`src/rtl/vga_pkg.sv`:
```
//==============================================================================
// Module      : vga_pkg
// Description : Shared 800x600 timing constants, pixel types and the image
//               defaults used by the draw stages.
// Revision    : 1.0 - initial release
//==============================================================================
`default_nettype none

package vga_pkg;

  localparam int HOR_PIXELS = 800;
  localparam int VER_PIXELS = 600;

  typedef logic [11:0] rgb_t;

  localparam int   IMG_W_DEF   = 64;
  localparam int   IMG_H_DEF   = 64;
  localparam rgb_t BG_RGB_DEF  = 12'h1_3_5;
  localparam rgb_t KEY_RGB_DEF = 12'hF_0_F;

  typedef struct packed {
    logic [10:0] vcount;
    logic [10:0] hcount;
    logic        vsync;
    logic        hsync;
    logic        vblnk;
    logic        hblnk;
  } vga_timing_t;

  // Half-open interval test done 13 bits wide so start+len can never wrap.
  function automatic logic in_span(input logic [12:0] pos,
                                   input logic [12:0] start,
                                   input logic [12:0] len);
    return (pos >= start) && (pos < (start + len));
  endfunction

endpackage

`default_nettype wire

```
`src/rtl/vga_if.sv`:
```
//==============================================================================
// Module      : vga_if
// Description : VGA timing bundle plus pixel colour passed between stages.
// Revision    : 1.0 - initial release
//==============================================================================
`default_nettype none

interface vga_if;

  logic [10:0] vcount;
  logic [10:0] hcount;
  logic        vsync;
  logic        hsync;
  logic        vblnk;
  logic        hblnk;
  logic [11:0] rgb;

  modport out (
    output vcount, hcount, vsync, hsync, vblnk, hblnk, rgb
  );

  modport in (
    input vcount, hcount, vsync, hsync, vblnk, hblnk, rgb
  );

  modport master (
    output vcount, hcount, vsync, hsync, vblnk, hblnk, rgb
  );

  modport slave (
    input vcount, hcount, vsync, hsync, vblnk, hblnk, rgb
  );

endinterface

`default_nettype wire

```
`src/rtl/vga_delay.sv`:
```
//==============================================================================
// Module      : vga_delay
// Description : N-stage shift register for the VGA timing fields; every
//               stage is exposed so callers can tap intermediate delays.
// Revision    : 1.0 - initial release
//==============================================================================
`default_nettype none

module vga_delay
  import vga_pkg::*;
#(
  parameter int N = 2
) (
  input  logic        clk,
  input  logic        rst_n,
  input  vga_timing_t din,
  output vga_timing_t taps [N]
);

  vga_timing_t r_stage [N];

  always_ff @(posedge clk or negedge rst_n) begin
    if (!rst_n) begin
      for (int i = 0; i < N; i++) begin
        r_stage[i] <= '0;
      end
    end else begin
      r_stage[0] <= din;
      for (int i = 1; i < N; i++) begin
        r_stage[i] <= r_stage[i-1];
      end
    end
  end

  assign taps = r_stage;

endmodule

`default_nettype wire

```
`src/rtl/draw_img.sv`:
```
//==============================================================================
// Module      : draw_img
// Description : Overlays an IMG_W x IMG_H ROM image at a per-frame latched
//               position on a flat background; two-cycle pipeline.
//               Build option: define TRANSPARENT_KEY_EN to show the
//               background wherever the ROM returns KEY_RGB.
// Revision    : 1.0 - initial release
//==============================================================================
`default_nettype none

module draw_img
  import vga_pkg::*;
#(
  parameter int   IMG_W   = IMG_W_DEF,
  parameter int   IMG_H   = IMG_H_DEF,
  parameter rgb_t BG_RGB  = BG_RGB_DEF,
  parameter rgb_t KEY_RGB = KEY_RGB_DEF
) (
  input  logic        clk,
  input  logic        rst_n,
  vga_if.in           vga_in,
  vga_if.out          vga_out,
  input  logic [11:0] xpos,
  input  logic [11:0] ypos,
  output logic [11:0] pixel_addr,
  input  rgb_t        rgb_pixel
);

  localparam int          c_COL_W = $clog2(IMG_W);
  localparam int          c_ROW_W = $clog2(IMG_H);
  localparam logic [12:0] c_W13   = 13'(IMG_W);
  localparam logic [12:0] c_H13   = 13'(IMG_H);

  vga_timing_t w_timing;
  vga_timing_t w_taps [2];

  logic        r_vblnk_prev;
  logic [11:0] r_xpos_q;
  logic [11:0] r_ypos_q;
  logic        r_in_rect_d;
  rgb_t        r_rgb;

  logic        w_in_rect;
  logic [12:0] w_col;
  logic [12:0] w_row;
  logic        w_blank_d;
  rgb_t        w_rgb_next;
  logic        w_unused;

  assign w_timing.vcount = vga_in.vcount;
  assign w_timing.hcount = vga_in.hcount;
  assign w_timing.vsync  = vga_in.vsync;
  assign w_timing.hsync  = vga_in.hsync;
  assign w_timing.vblnk  = vga_in.vblnk;
  assign w_timing.hblnk  = vga_in.hblnk;

  vga_delay #(
    .N (2)
  ) u_delay (
    .clk   (clk),
    .rst_n (rst_n),
    .din   (w_timing),
    .taps  (w_taps)
  );

  // Position is captured only at the start of vertical blanking so the
  // sprite cannot move partway through a visible frame.
  always_ff @(posedge clk or negedge rst_n) begin
    if (!rst_n) begin
      r_vblnk_prev <= 1'b0;
      r_xpos_q     <= '0;
      r_ypos_q     <= '0;
    end else begin
      r_vblnk_prev <= vga_in.vblnk;
      if (vga_in.vblnk && !r_vblnk_prev) begin
        r_xpos_q <= xpos;
        r_ypos_q <= ypos;
      end
    end
  end

  assign w_in_rect = in_span({2'b00, vga_in.hcount}, {1'b0, r_xpos_q}, c_W13) &&
                     in_span({2'b00, vga_in.vcount}, {1'b0, r_ypos_q}, c_H13);
  assign w_col     = {2'b00, vga_in.hcount} - {1'b0, r_xpos_q};
  assign w_row     = {2'b00, vga_in.vcount} - {1'b0, r_ypos_q};

  always_ff @(posedge clk or negedge rst_n) begin
    if (!rst_n) begin
      r_in_rect_d <= 1'b0;
      pixel_addr  <= '0;
    end else begin
      r_in_rect_d <= w_in_rect;
      if (w_in_rect) begin
        pixel_addr <= 12'({w_row[c_ROW_W-1:0], w_col[c_COL_W-1:0]});
      end
    end
  end

  // Blanking is taken from the stage-1 copy so it lines up with rgb_pixel.
  assign w_blank_d = w_taps[0].vblnk | w_taps[0].hblnk;

  always_comb begin
    w_rgb_next = BG_RGB;
    if (w_blank_d) begin
      w_rgb_next = '0;
    end else if (r_in_rect_d) begin
`ifdef TRANSPARENT_KEY_EN
      w_rgb_next = (rgb_pixel == KEY_RGB) ? BG_RGB : rgb_pixel;
`else
      w_rgb_next = rgb_pixel;
`endif
    end
  end

  always_ff @(posedge clk or negedge rst_n) begin
    if (!rst_n) begin
      r_rgb <= '0;
    end else begin
      r_rgb <= w_rgb_next;
    end
  end

  assign vga_out.vcount = w_taps[1].vcount;
  assign vga_out.hcount = w_taps[1].hcount;
  assign vga_out.vsync  = w_taps[1].vsync;
  assign vga_out.hsync  = w_taps[1].hsync;
  assign vga_out.vblnk  = w_taps[1].vblnk;
  assign vga_out.hblnk  = w_taps[1].hblnk;
  assign vga_out.rgb    = r_rgb;

`ifdef TRANSPARENT_KEY_EN
  assign w_unused = ^{vga_in.rgb, w_taps[0], w_row[12:c_ROW_W], w_col[12:c_COL_W]};
`else
  assign w_unused = ^{vga_in.rgb, w_taps[0], w_row[12:c_ROW_W], w_col[12:c_COL_W],
                      KEY_RGB};
`endif

endmodule

`default_nettype wire

```
`src/flat_wrapper.sv`:
```
// flat-port wrapper written by rule: the top's interface ports become plain ports
module draw_img_flat import vga_pkg::*;
#(
  parameter int   IMG_W   = IMG_W_DEF,
  parameter int   IMG_H   = IMG_H_DEF,
  parameter rgb_t BG_RGB  = BG_RGB_DEF,
  parameter rgb_t KEY_RGB = KEY_RGB_DEF
)
  (clk, rst_n, xpos, ypos, pixel_addr, rgb_pixel, vga_in_vcount, vga_in_hcount, vga_in_vsync, vga_in_hsync, vga_in_vblnk, vga_in_hblnk, vga_in_rgb, vga_out_vcount, vga_out_hcount, vga_out_vsync, vga_out_hsync, vga_out_vblnk, vga_out_hblnk, vga_out_rgb);
  vga_if vga_in_i ();
  vga_if vga_out_i ();
  input  logic clk;
  input  logic rst_n;
  input  logic [11:0] xpos;
  input  logic [11:0] ypos;
  output logic [11:0] pixel_addr;
  input  rgb_t rgb_pixel;
  input wire logic [$bits(vga_in_i.vcount)-1:0] vga_in_vcount;
  input wire logic [$bits(vga_in_i.hcount)-1:0] vga_in_hcount;
  input wire logic [$bits(vga_in_i.vsync)-1:0] vga_in_vsync;
  input wire logic [$bits(vga_in_i.hsync)-1:0] vga_in_hsync;
  input wire logic [$bits(vga_in_i.vblnk)-1:0] vga_in_vblnk;
  input wire logic [$bits(vga_in_i.hblnk)-1:0] vga_in_hblnk;
  input wire logic [$bits(vga_in_i.rgb)-1:0] vga_in_rgb;
  output wire logic [$bits(vga_out_i.vcount)-1:0] vga_out_vcount;
  output wire logic [$bits(vga_out_i.hcount)-1:0] vga_out_hcount;
  output wire logic [$bits(vga_out_i.vsync)-1:0] vga_out_vsync;
  output wire logic [$bits(vga_out_i.hsync)-1:0] vga_out_hsync;
  output wire logic [$bits(vga_out_i.vblnk)-1:0] vga_out_vblnk;
  output wire logic [$bits(vga_out_i.hblnk)-1:0] vga_out_hblnk;
  output wire logic [$bits(vga_out_i.rgb)-1:0] vga_out_rgb;
  assign vga_in_i.vcount = vga_in_vcount;
  assign vga_in_i.hcount = vga_in_hcount;
  assign vga_in_i.vsync = vga_in_vsync;
  assign vga_in_i.hsync = vga_in_hsync;
  assign vga_in_i.vblnk = vga_in_vblnk;
  assign vga_in_i.hblnk = vga_in_hblnk;
  assign vga_in_i.rgb = vga_in_rgb;
  assign vga_out_vcount = vga_out_i.vcount;
  assign vga_out_hcount = vga_out_i.hcount;
  assign vga_out_vsync = vga_out_i.vsync;
  assign vga_out_hsync = vga_out_i.hsync;
  assign vga_out_vblnk = vga_out_i.vblnk;
  assign vga_out_hblnk = vga_out_i.hblnk;
  assign vga_out_rgb = vga_out_i.rgb;
  draw_img #(.IMG_W(IMG_W), .IMG_H(IMG_H), .BG_RGB(BG_RGB), .KEY_RGB(KEY_RGB)) u_core (.clk(clk), .rst_n(rst_n), .vga_in(vga_in_i), .vga_out(vga_out_i), .xpos(xpos), .ypos(ypos), .pixel_addr(pixel_addr), .rgb_pixel(rgb_pixel));
endmodule
```
`config.mk`:
```
export PLATFORM = sky130hd
export DESIGN_NAME = draw_img_flat
export DESIGN_NICKNAME = d
export VERILOG_FILES = /design/src/rtl/vga_pkg.sv /design/src/rtl/vga_if.sv /design/src/rtl/vga_delay.sv /design/src/rtl/draw_img.sv /design/src/flat_wrapper.sv
export SDC_FILE = /design/constraint.sdc
export NUM_CORES = 1
export LEC_CHECK = 0
export ABC_AREA = 1
export CAP_MARGIN = 10
export CORE_ASPECT_RATIO = 1.1
export CORE_UTILIZATION = 44
export DETAILED_ROUTE_END_ITERATION = 8
export PLACE_DENSITY_LB_ADDON = 0.2
export SLEW_MARGIN = 20
export SYNTH_ARGS = -nofsm -noshare
export SYNTH_HDL_FRONTEND = slang
export SYNTH_SLANG_ARGS = --single-unit
```
`constraint.sdc`:
```
create_clock -name clk -period 2.05 [get_ports clk]
set_input_delay 0.41 -clock clk [delete_from_list [all_inputs] [get_ports clk]]
set_output_delay 0.41 -clock clk [all_outputs]
set_load 0.02 [all_outputs]
```
## Word level (Yosys, flattened, before mapping)

Cells that the tools add are included.
W data, S select, Z words.

| storage, ports and cells | value |
|---|---|
| output and inout port bits | 50 |
| input bits | 76 |
| word-level logic and storage cells | 33 |
| flip-flop bits (word level) | 101 |

| operators by class | value |
|---|---|
| reductions and logical operators | 5 |
| $add $sub $neg | 4 |
| muxes and demuxes | 2 |
| bitwise logic cells | 1 |
| magnitude comparators | 4 |

Operators with widths:

| operator | count |
|---|---|
| $add A12 B7 Y13 const B | 2 |
| $lt A11 B13 Y1 | 2 |
| $ge A11 B12 Y1 | 2 |
| $mux W12 | 2 |
| $sub A6 B6 Y6 | 2 |
| $logic_and A1 B1 Y1 | 4 |
| $logic_not A1 Y1 | 1 |
| $or A1 B1 Y1 | 1 |

## Depth between registers and ports, before layout

Gate-level depths: netlist of run 1.

| logic depth | value |
|---|---|
| depth in word-level cells | 4 |
| gate-level depth with buffers | 14 |
| gate-level depth less buffers | 13 |

## Cells and area by module

From an unflattened synthesis of run 1, not the netlist that was laid out.

| unflattened totals | value |
|---|---|
| cell total of the unflattened synthesis | 440 |
| area total of the unflattened synthesis | 4,476.8 um2 |

Modules (own cells, without submodules):

| module | seq. area each (um2) | instances | area an instance (um2) | cells each |
|---|---|---|---|---|
| draw_img | 1,251.2 | 1 | 3,175.5 | 388 |
| vga_delay | 1,301.2 | 1 | 1,301.2 | 52 |

## Least setup slack after synthesis of run 1

OpenSTA, ideal clock, no wires.

| timing | value |
|---|---|
| path kind | input-to-reg |
| start | input port vga_in_vcount[0] |
| end | register u_core.pixel_addr[10] |
| cell stages on the path | 14 |
| buffers on the path | 1 |
| required time | 1.933 ns |
| setup time | 0.117 ns |
| data arrival time | 1.880 ns |
| path slack | 0.053 ns |
| path through | inv_1 ha_1 fa_1 nor2_1 nor2_1 o21ai_0 nand2_1 nand2_1 nand2_1 nor2_1 nand3_2 buf_6 nand2_1 nand2_1 |

| between the ends | value |
|---|---|
| cells in the longest elaborated chain, start to end | 3 |
| elaborated cells on any way between the ends | 5 |
| classes of those cells | add/sub (1); order compare (2); reduce/logical (2) |

Ends and longest elaborated chain:

| item | line | text |
|---|---|---|
| start: declaration | flat_wrapper.sv:18 | `input wire logic [$bits(vga_in_i.vcount)-1:0] vga_in_vcount;` |
| $lt A11 B13 Y1 / $ge A11 B12 Y1 (equally long branches) | vga_pkg.sv:34 | `return (pos >= start) && (pos < (start + len));` |
| $logic_and A1 B1 Y1 | vga_pkg.sv:34 |  |
| $logic_and A1 B1 Y1 | draw_img.sv:82 | `assign w_in_rect = in_span({2'b00, vga_in.hcount}, {1'b0, r_xpos_q}, c_W13) &&` |
| end signal: assignment | draw_img.sv:94 | `pixel_addr <= 12'({w_row[c_ROW_W-1:0], w_col[c_COL_W-1:0]});` |
| end: declaration | draw_img.sv:25 | `output logic [11:0] pixel_addr,` |

Several ways; a longest one is shown, not always the timed one.
A chain may end at the register's enable or synchronous reset.

## Worst setup path after layout of run 1

| timing | value |
|---|---|
| start | register u_core.r_ypos_q[6] |
| end | register u_core.pixel_addr[5] |

| between the ends | value |
|---|---|
| cells in the longest elaborated chain, start to end | 4 |
| elaborated cells on any way between the ends | 5 |
| classes of those cells | add/sub (1); order compare (2); reduce/logical (2) |

Ends and longest elaborated chain:

| item | line | text |
|---|---|---|
| start: declaration | draw_img.sv:39 | `logic [11:0] r_ypos_q;` |
| start signal: assignment | draw_img.sv:77 | `r_ypos_q <= ypos;` |
| $add A12 B7 Y13 | vga_pkg.sv:34 |  |
| $lt A11 B13 Y1 | vga_pkg.sv:34 |  |
| $logic_and A1 B1 Y1 * | vga_pkg.sv:34 |  |
| $logic_and A1 B1 Y1 * | draw_img.sv:82 |  |

Every way passes the cells marked *; elsewhere a longest branch is shown, timed or not.

==> flow_metrics.py, run 1 <==
metrics = {
    "synthesis": {
        "synth.ff_latch_count": 101,
        "synthXorXnorAreaFrac": 0.0230,
        "yosysSeqAreaShare": 0.553,
        "synth_nets": 577,
        "yosys_warnings": 0,
        "netlist_area_um2": 4570,
        "synth-compound-area-share": 0.0621,
        "synth_simple_gate_area_frac": 0.159,
        "yosys.area_share.adder": 0.102,
        "postSynthAreaPerCell_um2": 9.83,
        "synth_top_area_cell": "dfrtp_1",
        "synthMuxAreaShare": 0.00493,
        "synth_cell_types": 27,
        "synth_top_area_share": 0.553,
        "synth_top_family_by_area": "simple AND/OR/NAND/NOR gates",
        "synthTopCellsByArea": "dfrtp_1 (55%), ha_1 (9.3%), nand2_1 (7.6%), inv_1 (4.5%), a21oi_1 (4.1%)",
        "synth_cells": 465,
    },
    "floorplan": {
        "die_w_um": 99.2,
        "die_h_um": 109,
        "pin_count": 126,
        "die-area_um2": 10800,
        "core.rowCount": 38,
        "initial_utilization": 0.458,
        "core_um2": 9980,
    },
    "global_route": {
        "grt_pass1_wl_mm": 15.0,
        "antenna_found_initial": 0,
        "grt_pass1_vias": 3340,
        "grt_remaining_overflow": 0,
        "grt_use_total": 0.178,
        "grt_max_degree": 62,
    },
    "route": {
        "wl_mm": 9.22,
        "ant_nets": 0,
        "drc": 0,
        "via_count": 3405,
        "drtPass1Iterations": 4,
        "detail_route.wl_per_cell_um": 12.6,
        "first_iter_violations": 77,
        "viasPerCell": 4.65,
    },
    "critical_path": {
        "crit_path_start_kind": "flip-flop",
        "worst_ep_required_time_ns": 2.31,
        "path_cells": "ha_2 -> buf_6 -> xnor2_4 -> ha_4 -> nand2_4 -> inv_2 -> nand2_1 -> nand2_1 -> nand4_1 -> buf_4 -> nand3_4 -> nor2_4 -> buf_6 -> nand3_1 -> nand2_1",
        "cp-end-kind": "flip-flop",
        "slowest_stage": "dfrtp_1",
        "cp_max_fo": 6,
        "worstSetupPathType": "flip-flop to flip-flop",
        "crit_top_cell": "nand2_1",
        "max_stage_delay_ns": 0.41,
        "arrival_ns": 2.40,
    },
    "timing": {
        "clock.fmax_mhz": 466,
        "period_minus_slack_ns": 2.15,
        "drv_slew": 0,
        "relSlewSlack": 0.765,
        "tightest_slew_ns": 0.352,
        "final-hold-violation-count": 0,
        "finalCritPeriodShare": 1.05,
        "finalClockSkew_ns": 0.00976,
        "setup_viol": 13,
        "layout_setup_ws_ns": -0.0957,
        "rsz0062_at_grt": "yes",
    },
    "run": {
        "maxCapViolCount": 0,
    },
    "clock_tree": {
        "cts-buffers-inserted": 9,
        "root_buffer": "clkbuf_8",
        "cts_sinks": 101,
        "cts_buffer_depth": 2,
        "cts_tree": "built",
        "clk_pin_slew_ns": 0.09,
        "htreeDepth": 3,
        "clkLatencyLatePin_ns": 0.37,
    },
    "placed_design": {
        "place_area_um2": 5970,
        "port_buffers": 113,
        "gp_congestion": 0.794,
        "hpwl_mm": 6.66,
        "pre_cts_ws_ns": -0.653,
    },
    "outcome": {
        "violations": "negative setup slack",
        "status": "finished with violations",
    },
    "finish": {
        "layout.nets": 719,
        "fillers": 833,
        "mostFrequentLayoutCell": "clkdlybuf4s50_1",
        "antenna_cells": 0,
        "area.growth.synth_to_final_pct": 41.0,
        "layout_common_cells": "clkdlybuf4s50_1 (110), dfrtp_1 (100), nand2_1 (79), inv_1 (52), buf_4 (41)",
        "fin_area_um2": 6440,
        "drive_gt1_frac": 0.204,
    },
    "pwr": {
        "vdd.ir_drop.worst_mv": 0.356,
        "cellPowerDensity_nw_per_um2": 779,
        "p_leak_nw": 3.15,
    },
    "worst_hold_path": {
        "hp-class": "primary input to flip-flop",
    },
}
## final cells by class
type                    instances  area [um^2]  area share
clock inverters                 7         50.0     0.00777
well taps                     120          150      0.0233
multi-input cells             275         1830       0.283
inverters                      59          224      0.0348
repair buffers                161         1540       0.239
clock buffers                   9          124      0.0192
flip-flops and latches        101         2530       0.393
## registers in the layout (all words and copies together), names as in the netlist
register / cells
u_core.r_in_rect_d: 1
u_core.pixel_addr: 12
u_core.r_xpos_q: 12
u_core.r_vblnk_prev: 1
u_core.r_ypos_q: 12
u_core.u_delay.taps: 51
u_core.vga_out.rgb: 12
## cells in the mapped netlist
cell and n:
ha_1 34, inv_1 55, o21ai_0 9, nand3b_1 1
mux2_2 2, a21o_1 3, a21boi_0 1, buf_6 2
dfrtp_1 101, nor2_4 2, nand2_2 2, a21oi_1 37
nor2_2 3, fa_1 2, inv_2 4, nand3_2 3
o21ai_2 1, nand2_1 92, clkbuf_1 6, nand4_1 4
o21bai_1 2, nand3_1 15, buf_4 23, nor3_1 5
xor2_1 6, xnor2_1 6, nor2_1 44
## kinds of logic (layout without fill, tap and decap cells)
family	Yosys count	count (layout)
buffers and inverters	90	236
flip-flops	101	101
AO/OA/AOI/OAI	53	53
XOR/XNOR	12	12
adder cells (fa/ha/maj)	36	36
multiplexers	2	2
AND/OR/NAND/NOR	171	172
## metal layers
metal | routed length, um | share of wire | GRT usage
met3 | 468 | 0.051 | 0.0365
met2 | 4640 | 0.50 | 0.308
met4 | 147 | 0.016 | 0.0756
met1 | 3960 | 0.43 | 0.217
met5 | 0 | 0 | 0
## path summary, 6_finish.rpt
| path | start | endpoint | slack [ns] | depth (start not counted) |
|---|---|---|---|---|
| max reg2reg | u_core.r_ypos_q[6]$_DFFE_PN0P_ | u_core.pixel_addr[5]$_DFFE_PN0P_ | -0.1 | 15 |
| min reg2reg | u_core.u_delay.taps[32]$_DFF_PN0_ | u_core.u_delay.taps[6]$_DFF_PN0_ | 0.35 | 0 |
| max | u_core.r_ypos_q[6]$_DFFE_PN0P_ | u_core.pixel_addr[5]$_DFFE_PN0P_ | -0.1 | 15 |
| min in group asynchronous | rst_n | u_core.r_ypos_q[4]$_DFFE_PN0P_ | 0.40 | 2 |
| min | vga_in_vcount[8] | u_core.u_delay.taps[49]$_DFF_PN0_ | 0.29 | 1 |
| max in group asynchronous | rst_n | u_core.r_xpos_q[4]$_DFFE_PN0P_ | 1.10 | 3 |
## through the flow
stage	hold WS, ns	power [mW]	utilization	cells	setup TNS, ns
2_1_floorplan	0.114	3.09	-	465	0
3_3_place_gp	0.250	3.73	0.598	709	-7.15
3_5_place_dp	0.254	3.76	0.598	709	-8.27
4_1_cts	0.312	4.97	0.629	728	-0.900
5_1_grt	0.278	5.34	0.645	732	-2.33
6_report	0.291	5.02	0.645	732	-0.908
## power by group
group	total, mW	leakage, nW	internal (mW)	switching [mW]
Sequential	2.30	1.20	2.19	0.116
Clock	1.13	0.0816	0.443	0.684
Combinational	1.59	1.87	0.781	0.807
## repair_timing
| item | 4_1_cts | 5_1_grt |
|---|---|---|
| hold buffers | 1 | 0 |
| cloned | 1 | 0 |
| setup buffers | 1 | 4 |
| pin swaps | 18 | 23 |
| endpoints found under the setup margin | 13 | 13 |
| hold endpoints to repair | 7 | 0 |
| gates resized for setup | 32 | 35 |
## worst max-delay path: cells and delay by family (launching register included)
kind                       cells  cell delay [ns]
adders and majority gates      2             0.51
xor gates and xnor gates       1             0.14
buffers and inverters          4             0.47
DFF                            1             0.41
and+or+nand+nor                8             0.52
(Power assumes the default switching activity.)
==> inputs of run 2 (changes only) <==
CORE_UTILIZATION = 48   (was 44)
clock period = 2.1 ns   (was 2.05 ns; I/O delays follow)
==> run 2 against run 1 <==
Utilization is 6.4 points higher; sequential share of layout area is 0.13 points higher; first-iteration DRC count is 6.5% higher; the flow now finishes without violations; via count is 1.3% lower; critical path type unchanged; global-route usage is 2.0 points higher.
==> flow_metrics.py, run 2 (synthesis gave the netlist of run 1 again) <==
metrics = {
    "floorplan": {
        "core_um2": 9050,
        "die_w_um": 95.0,
        "pin_count": 126,
        "die_h_um": 104,
        "initial_utilization": 0.505,
        "core.rowCount": 36,
        "die-area_um2": 9920,
    },
    "timing": {
        "clock.fmax_mhz": 481,
        "finalClockSkew_ns": 0.0126,
        "setup_viol": 0,
        "layout_setup_ws_ns": 0.0208,
        "rsz0062_at_grt": "yes",
        "tightest_slew_ns": 0.460,
        "drv_slew": 0,
        "period_minus_slack_ns": 2.08,
        "holdWs_ns": 0.209,
        "relSlewSlack": 0.693,
        "finalCritPeriodShare": 0.990,
        "final-hold-violation-count": 0,
    },
    "finish": {
        "fillers": 693,
        "fin_area_um2": 6420,
        "drive_gt1_frac": 0.207,
        "area.sequential_um2": 2530,
        "antenna_cells": 0,
        "area.growth.synth_to_final_pct": 40.5,
        "layout_common_cells": "clkdlybuf4s50_1 (110), dfrtp_1 (100), nand2_1 (77), inv_1 (51), buf_4 (42)",
        "multiInputGateArea_um2": 1810,
        "layout.nets": 717,
        "finalNonFillerCells": 724,
        "mostFrequentLayoutCell": "clkdlybuf4s50_1",
        "largest_reg_flops": 51,
    },
    "pwr": {
        "cellPowerDensity_nw_per_um2": 798,
        "combPwrFrac": 0.298,
        "vdd.ir_drop.worst_mv": 0.353,
        "power.total_mw": 5.12,
        "seqPwrFrac": 0.439,
        "power.switching_mw": 1.56,
        "p_clk_frac": 0.263,
        "p_leak_nw": 3.15,
        "swShare": 0.305,
        "internal_power_mw": 3.56,
    },
    "clock_tree": {
        "root_buffer": "clkbuf_8",
        "cts-buffers-inserted": 9,
        "cts_buffer_depth": 2,
        "htreeDepth": 3,
        "clk_pin_slew_ns": 0.10,
        "cts_tree": "built",
        "cts_sinks": 101,
        "clkLatencyLatePin_ns": 0.37,
    },
    "global_route": {
        "grt_use_total": 0.197,
        "grt_pass1_wl_mm": 15.2,
        "antenna_found_initial": 0,
        "grt_pass1_vias": 3407,
        "grt_remaining_overflow": 0,
        "grt_max_degree": 87,
    },
    "route": {
        "wl_met1_mm": 3.95,
        "wl_met3_um": 450,
        "drtPass1Iterations": 4,
        "detail_route.wl_per_cell_um": 12.6,
        "first_iter_violations": 82,
        "dr_wl_met2_mm": 4.55,
        "viasPerCell": 4.64,
        "ant_nets": 0,
        "via_count": 3361,
        "top_layer_used": "met4",
        "wl_mm": 9.09,
        "drc": 0,
    },
    "placed_design": {
        "pre_cts_ws_ns": -0.596,
        "port_buffers": 113,
        "dpl.cell_count": 700,
        "place_area_um2": 5930,
        "hpwl_mm": 6.61,
        "gp_congestion": 0.811,
    },
    "critical_path": {
        "path_cells": "ha_4 -> nand2_4 -> o21ai_2 -> o21ai_1 -> ha_1 -> a21o_1 -> nand3_2 -> nand2_4 -> nor2_4 -> nand3_4 -> nand2_2 -> nand2_2",
        "cp-end-kind": "flip-flop",
        "crit_path_start_kind": "flip-flop",
        "slowest_stage": "dfrtp_1",
        "worstSetupPathType": "flip-flop to flip-flop",
        "max_stage_delay_ns": 0.43,
        "worst_ep_required_time_ns": 2.36,
        "cp_max_fo": 7,
        "arrival_ns": 2.34,
    },
    "outcome": {
        "status": "completed",
    },
    "worst_hold_path": {
        "hp-class": "primary input to flip-flop",
    },
    "run": {
        "maxCapViolCount": 0,
    },
}
-- run 2: final timing paths --
check | start | cells after the start | slack, ns | end
max | u_core.r_ypos_q[6]$_DFFE_PN0P_ | 12 | 0.02 | u_core.pixel_addr[4]$_DFFE_PN0P_
min | vga_in_hcount[0] | 1 | 0.21 | u_core.u_delay.taps[30]$_DFF_PN0_
max reg2reg | u_core.r_ypos_q[6]$_DFFE_PN0P_ | 12 | 0.02 | u_core.pixel_addr[4]$_DFFE_PN0P_
min reg2reg | u_core.u_delay.taps[43]$_DFF_PN0_ | 0 | 0.35 | u_core.u_delay.taps[17]$_DFF_PN0_
max in group asynchronous | rst_n | 3 | 0.93 | u_core.r_ypos_q[8]$_DFFE_PN0P_
min in group asynchronous | rst_n | 2 | 0.44 | u_core.u_delay.taps[21]$_DFF_PN0_
-- run 2: worst max-delay path, delay by kind of cell (launching register included) --
family	cells	cell delay, ns
simple gates	7	0.70
fa+ha+maj	2	0.48
flops	1	0.43
compound gates	3	0.36
-- run 2: metrics by stage --
step / util / setup TNS, ns
global route: 0.709 / -1.24
CTS: 0.693 / -0.258
detailed placement: 0.655 / -7.47
finish: 0.709 / 0
floorplan: - / 0
global placement: 0.655 / -6.62
-- run 2: per-layer routing --
layer,global-route usage,vias up
met3,0.0322,10
met5,0,-
li1,-,1729
met4,0.0823,0
met1,0.249,1540
met2,0.331,82
-- run 2: repair_timing --
item	CTS	global route
buffers inserted	2	3
setup endpoints to repair	13	13
endpoints found under the hold margin	15	0
pin swaps	26	29
resized for setup	33	34
hold buffers	1	0
cloned	1	1
-- run 2: power groups by stage --
stage / combinational [mW] / sequential (mW) / clock, mW
after global routing: 1.70 / 2.27 / 1.46
after global placement: 1.36 / 2.27 / 0
after CTS: 1.46 / 2.24 / 1.38
final: 1.53 / 2.25 / 1.35
after detailed placement: 1.39 / 2.28 / 0
after floorplan: 0.645 / 2.37 / 0
-- run 2: layout make-up --
type | count | area share
sequential | 101 | 0.394
tap | 114 | 0.0222
timing repair buffer | 159 | 0.234
clock buffer | 9 | 0.0193
inverter | 59 | 0.0345
clock inverter | 7 | 0.0148
multi-input combinational | 275 | 0.282
